**config.mk**
```make
export PLATFORM = sky130hd
export DESIGN_NAME = trap_ctrl
export DESIGN_NICKNAME = d
export VERILOG_FILES = /design/src/rtl/trap_ctrl.sv
export SDC_FILE = /design/constraint.sdc
export NUM_CORES = 1
export LEC_CHECK = 0
export CAP_MARGIN = 5
export CORE_AREA = 2 2 183 185
export DETAILED_ROUTE_END_ITERATION = 6
export DIE_AREA = 0 0 185 187
export MAX_ROUTING_LAYER = met4
export SLEW_MARGIN = 5
export SYNTH_ARGS = -nofsm -noshare
export SYNTH_HDL_FRONTEND = slang
export SYNTH_SLANG_ARGS = --single-unit
export TNS_END_PERCENT = 1
```
**constraint.sdc**
```tcl
create_clock -name clk -period 4 [get_ports clk]
set_input_delay 0.8 -clock clk [delete_from_list [all_inputs] [get_ports clk]]
set_output_delay 0.8 -clock clk [all_outputs]
set_load 0.05 [all_outputs]
```
**src/rtl/trap_ctrl.sv**
```systemverilog
// Machine-mode trap entry/return sequencer: turns illegal/ecall/mret/ebreak events into
// ordered CSR writes on a single write port, stalls the core meanwhile, then redirects the PC.
module trap_ctrl #(
  parameter int XLEN      = 64,
  parameter int HAS_MTVAL = 1
) (
  input  logic            clk,
  input  logic            rst,
  input  logic            inst_valid,
  input  logic [XLEN-1:0] pc,
  input  logic [31:0]     inst,
  input  logic            illegal,
  input  logic            is_ecall,
  input  logic            is_mret,
  input  logic            is_ebreak,
  input  logic [XLEN-1:0] mtvec_i,
  input  logic [XLEN-1:0] mepc_i,
  input  logic [XLEN-1:0] mstatus_i,
  output logic            csr_we,
  output logic [11:0]     csr_waddr,
  output logic [XLEN-1:0] csr_wdata,
  output logic            stall,
  output logic            redirect_valid,
  output logic [XLEN-1:0] redirect_pc,
  output logic            halt,
  output logic [31:0]     trap_cnt
);

  typedef enum logic [3:0] {
    IDLE, W_MEPC, W_MCAUSE, W_MTVAL, W_MSTATUS, W_MRET, REDIR_T, REDIR_R, HALT
  } state_t;

  state_t          r_state, w_nxt;
  logic [XLEN-1:0] r_pc;
  logic [31:0]     r_inst;
  logic            r_ill;
  logic [31:0]     r_trap_cnt;
  logic            w_ev;
  logic [XLEN-1:0] w_mst_trap, w_mst_mret;
  logic            w_unused;

  // mode bits of mtvec are dropped: direct mode only
  assign w_unused = ^mtvec_i[1:0];

  assign w_ev = (r_state == IDLE) & inst_valid & (illegal | is_ecall | is_mret | is_ebreak);

  always_comb begin
    w_mst_trap        = mstatus_i;
    w_mst_trap[7]     = mstatus_i[3];
    w_mst_trap[3]     = 1'b0;
    w_mst_trap[12:11] = 2'b11;
    w_mst_mret        = mstatus_i;
    w_mst_mret[3]     = mstatus_i[7];
    w_mst_mret[7]     = 1'b1;
    w_mst_mret[12:11] = 2'b11;
  end

  // state register plus event latches and the trap counter
  always_ff @(posedge clk) begin
    if (rst) begin
      r_state    <= IDLE;
      r_pc       <= '0;
      r_inst     <= '0;
      r_ill      <= 1'b0;
      r_trap_cnt <= '0;
    end else begin
      r_state <= w_nxt;
      if (w_ev) begin
        r_pc   <= pc;
        r_inst <= inst;
        r_ill  <= illegal;
      end
      if (r_state == REDIR_T) r_trap_cnt <= r_trap_cnt + 32'd1;
    end
  end

  always_comb begin
    w_nxt = r_state;
    case (r_state)
      IDLE: begin
        if (w_ev) begin
          if (illegal | is_ecall) w_nxt = W_MEPC;
          else if (is_mret)       w_nxt = W_MRET;
          else                    w_nxt = HALT;
        end
      end
      W_MEPC:    w_nxt = W_MCAUSE;
      W_MCAUSE:  w_nxt = (HAS_MTVAL != 0) ? W_MTVAL : W_MSTATUS;
      W_MTVAL:   w_nxt = W_MSTATUS;
      W_MSTATUS: w_nxt = REDIR_T;
      W_MRET:    w_nxt = REDIR_R;
      REDIR_T:   w_nxt = IDLE;
      REDIR_R:   w_nxt = IDLE;
      HALT:      w_nxt = HALT;
      default:   w_nxt = IDLE;
    endcase
  end

  always_comb begin
    csr_we         = 1'b0;
    csr_waddr      = '0;
    csr_wdata      = '0;
    redirect_valid = 1'b0;
    redirect_pc    = '0;
    halt           = 1'b0;
    stall          = (r_state != IDLE) | w_ev;
    case (r_state)
      W_MEPC:    begin csr_we = 1'b1; csr_waddr = 12'h341; csr_wdata = r_pc; end
      W_MCAUSE:  begin csr_we = 1'b1; csr_waddr = 12'h342;
                       csr_wdata = r_ill ? XLEN'(2) : XLEN'(11); end
      W_MTVAL:   begin csr_we = 1'b1; csr_waddr = 12'h343;
                       csr_wdata = r_ill ? XLEN'(r_inst) : '0; end
      W_MSTATUS: begin csr_we = 1'b1; csr_waddr = 12'h300; csr_wdata = w_mst_trap; end
      W_MRET:    begin csr_we = 1'b1; csr_waddr = 12'h300; csr_wdata = w_mst_mret; end
      REDIR_T:   begin redirect_valid = 1'b1; redirect_pc = {mtvec_i[XLEN-1:2], 2'b00}; end
      REDIR_R:   begin redirect_valid = 1'b1; redirect_pc = mepc_i; end
      HALT:      halt = 1'b1;
      default:   ;
    endcase
  end

  assign trap_cnt = r_trap_cnt;

endmodule

```
==> impl_results.md, run 1 <==
* Run status: completed
* Layout cell share with drive strength beyond 1 at 10.56%
* Most frequent cells in the layout: 377 x clkdlybuf4s50_1, 212 x nand2_1, 132 x dfxtp_1
* Fill count at 3398
* Crit Path Category: register to output port
* Largest net degree at the start of global routing at 84
* Setup violators final at 0
* Clock Latency Late Sink at 0.42 ns
* Placed cells at 1762
* Clk slew on worst S/H paths at 0.06 ns
* RSZ-0062 raised after global routing: no
* Crit path DAT at 2.90 ns
* Asr flop ratio synth at 0%
* Gpl congestion at 0.8303
* Core Area at 0.03286 mm^2
* Total wire length at 33.50 mm
* Initial antenna violation count at 4
* Slew Limit Fails at 0
* Pwr dens at 467.3 mW/mm^2
* Antenna violation net count after detailed routing at 0
* Metal2 WL at 17.90 mm
* TritonCTS clock tree: yes
* Register area share after synthesis at 37.97%
* Slowest-stage cell, CP: clkdlybuf4s50_1
* Sequential share of power at 26.5%
* Inserted Clock Buffers at 17
* Cell Int Power at 3.711 mW
* Final Cell Area at 0.01287 mm^2
* EDFF count, synth at 0
* Setup TNS Final at 0 ns
* Psw at 2.303 mW
* Flops & latches, synth at 133
* Lkg Pwr at 4.850 nW
* Clock Sinks at 133
* Post-route DRC at 0
* First-pass GRT wire length at 48.55 mm
* Worst path required time at 3.20 ns
* Synth cell types at 42
* Worst R2R Setup Slack at 1.27 ns
* Root Buffer Master: clkbuf_16
* Startpoint types: register
* CP Cell Sequence: nand3b_1, buf_12, nor2_1, clkdlybuf4s50_1
* Met3 wire length at 2.041 mm
* CP endpoint kind: output port
* Syn_area_per_cell at 7.623 um^2
* Achievable Freq at 0.2700 GHz
* Placed instance area at 0.01220 mm^2
* Die width at 185 um
* Yosys warns at 0
* Worst-path maximum fanout at 23
* Nets@finish at 1629
* Port bufs at 459
* DP HPWL at 25.95 mm
* Worst slew margin at 47.38%
* Area of the multi-input gates at 0.003879 mm^2
* Drt via density at 4.613
* Post-CTS setup buffers at 0
* Std cell rows at 67
* Setup Skew at 0.01354 ns
* Gate power share at 44.4%
* Critical path's largest stage delay at 0.82 ns
* Max Used Layer: met4
* Top FF cell, synth: dfxtp_1
* Die area at 0.03460 mm^2
* I/O Pins at 471
* Final period utilization at 92.58%
* Leading cell type in the layout, fill and taps excluded: clkdlybuf4s50_1
* Initial Utilization at 21.34%
* Total GRT Usage at 19.24%
* Pre-Repair DR Iteration Count at 7
* Clk network pwr share at 29.1%
* Cell Count, Final, Fillers Out at 1795
* Fin crit period at 3.703 ns
* Routed len/inst at 18.66 um
* Post-CTS sizing at 0
* First DRT Iteration DRCs at 454
* Wl on met1 at 12.90 mm
* Hold Buf Count CTS at 0
* Synthesized instance count at 920
* VDD IR max at 298.9 uV
* Final hold vios at 0
* Final Power at 6.014 mW
* Synth-to-Final Area Change at 83.51%
* Sequential cell area at 0.002666 mm^2
* H-tree lvl count at 4
* Switching part of the total at 38.30%
* Measured slew at the worst slew-check pin at 0.7894 ns
* Vias at 8280
* Hold crit path type: register to register
* Vias in the first global route at 7801
* Clock Tree Buf Depth at 2
* DIE HEIGHT at 187 um
* Gr ovfl total at 0
* Synth Cell Area at 0.007013 mm^2
* Max Cap Viol at 0
[Yosys cell counts, drive strengths merged, types with 2 or more instances]
cell    count  share of area (%)
or3         4               0.36
and3        4               0.36
inv        32                1.7
xor2        7               0.87
clkbuf     55                2.9
nor2       78                4.2
or2         4               0.36
nor2b       5               0.45
or4        16                1.7
a31oi       2               0.18
a21oi     117                8.3
nand2     212                 11
a222oi     27                3.9
a22o       32                4.0
nand4      13                1.2
nand3b      4               0.43
a221o       2               0.29
mux2i      63                9.0
nor4        4               0.57
nor3        7               0.50
and2        8               0.71
and4        8                1.0
mux2        4               0.64
buf        32                2.5
dfxtp     133                 38
o21ai       8               0.57
o31ai      16                1.7
nor3b       3               0.32
nand3      11               0.78
[layer usage]
metal	up-vias	GRT usage, %
met5	-	-
met4	0	5.891
met3	33	2.882
li1	4040	-
met1	3855	21.02
met2	352	35.49
[metrics by stage]
stage	hold slack [ns]	setup WS [ns]	utilization, %
finish	0.4532	0.2969	39.16
global route	0.4720	0.09110	39.16
detailed placement	0.4463	0.5465	37.12
CTS	0.4540	0.2390	39.15
global placement	0.4418	0.5377	37.12
floorplan	0.4357	0.2567	-
[kinds of logic (layout without fill, tap and decap cells)]
kind of cell | after synthesis | after routing | share of synthesized area [%]
AO/OA/AOI/OAI | 208 | 208 | 19.54
XOR/XNOR | 8 | 8 | 0.9991
adder cells (fa/ha/maj) | 1 | 1 | 0.1784
buffers and inverters | 119 | 538 | 7.137
flip-flops | 133 | 133 | 37.97
multiplexers | 67 | 67 | 9.634
other | 1 | 9 | 0.05347
AND/OR/NAND/NOR | 383 | 383 | 24.50
[cell type report]
type	count	share of cell area, %
repair buffers	475	38.64
well taps	448	4.355
diodes	2	0.03889
multi-input cells	674	30.14
inverters	32	0.9333
flip-flops and latches	133	20.72
clock inverters	5	0.8264
clock buffers	26	4.355
[flip-flops by register name, indices dropped and copies added, names as in the netlist]
name	flops
r_state	4
r_inst	32
trap_cnt	32
r_pc	64
r_ill	1
[worst max-delay path, delay by kind of cell (launching register included)]
kind | cells | cell delay [ns]
buffers and inverters | 2 | 1.20
flip-flops | 1 | 0.57
AND/OR/NAND/NOR | 2 | 0.70
[power groups by stage]
stage          registers [mW]  logic [mW]  clock network, mW
6_report                 1.59        2.67               1.75
5_1_grt                  1.62        2.83               1.85
4_1_cts                  1.59        2.70               1.80
3_5_place_dp             1.62        2.69                  0
3_3_place_gp             1.61        2.69                  0
2_1_floorplan            1.56        1.59                  0
[worst paths after layout]
kind | from | to | depth (start not counted)
hold / removal | r_inst[30] | r_inst[30] | 2
hold reg to reg | r_inst[30] | r_inst[30] | 2
setup / recovery | r_state[2] | redirect_pc[51] | 4
setup reg to reg | r_state[2] | trap_cnt[30] | 4
No activity file was read; power rests on OpenSTA's default activity.
==> inputs of run 2 (changes only) <==
--- a/config.mk
+++ b/config.mk
@@ -7,6 +7,7 @@
 export LEC_CHECK = 0
 export CAP_MARGIN = 5
 export CORE_AREA = 2 2 183 185
+export CTS_CLUSTER_DIAMETER = 30
 export DETAILED_ROUTE_END_ITERATION = 6
 export DIE_AREA = 0 0 185 187
 export MAX_ROUTING_LAYER = met4
==> results of run 2 <==
Same layout as run 1: the final DEF is identical, and so are final timing and power.
==> inputs of run 3 (changes only) <==
--- a/config.mk
+++ b/config.mk
@@ -8,6 +8,7 @@
 export CAP_MARGIN = 5
 export CORE_AREA = 2 2 183 185
 export CTS_CLUSTER_DIAMETER = 30
+export CTS_CLUSTER_SIZE = 30
 export DETAILED_ROUTE_END_ITERATION = 6
 export DIE_AREA = 0 0 185 187
 export MAX_ROUTING_LAYER = met4
==> results of run 3 <==
Same layout as run 1: the final DEF is identical, and so are final timing and power.
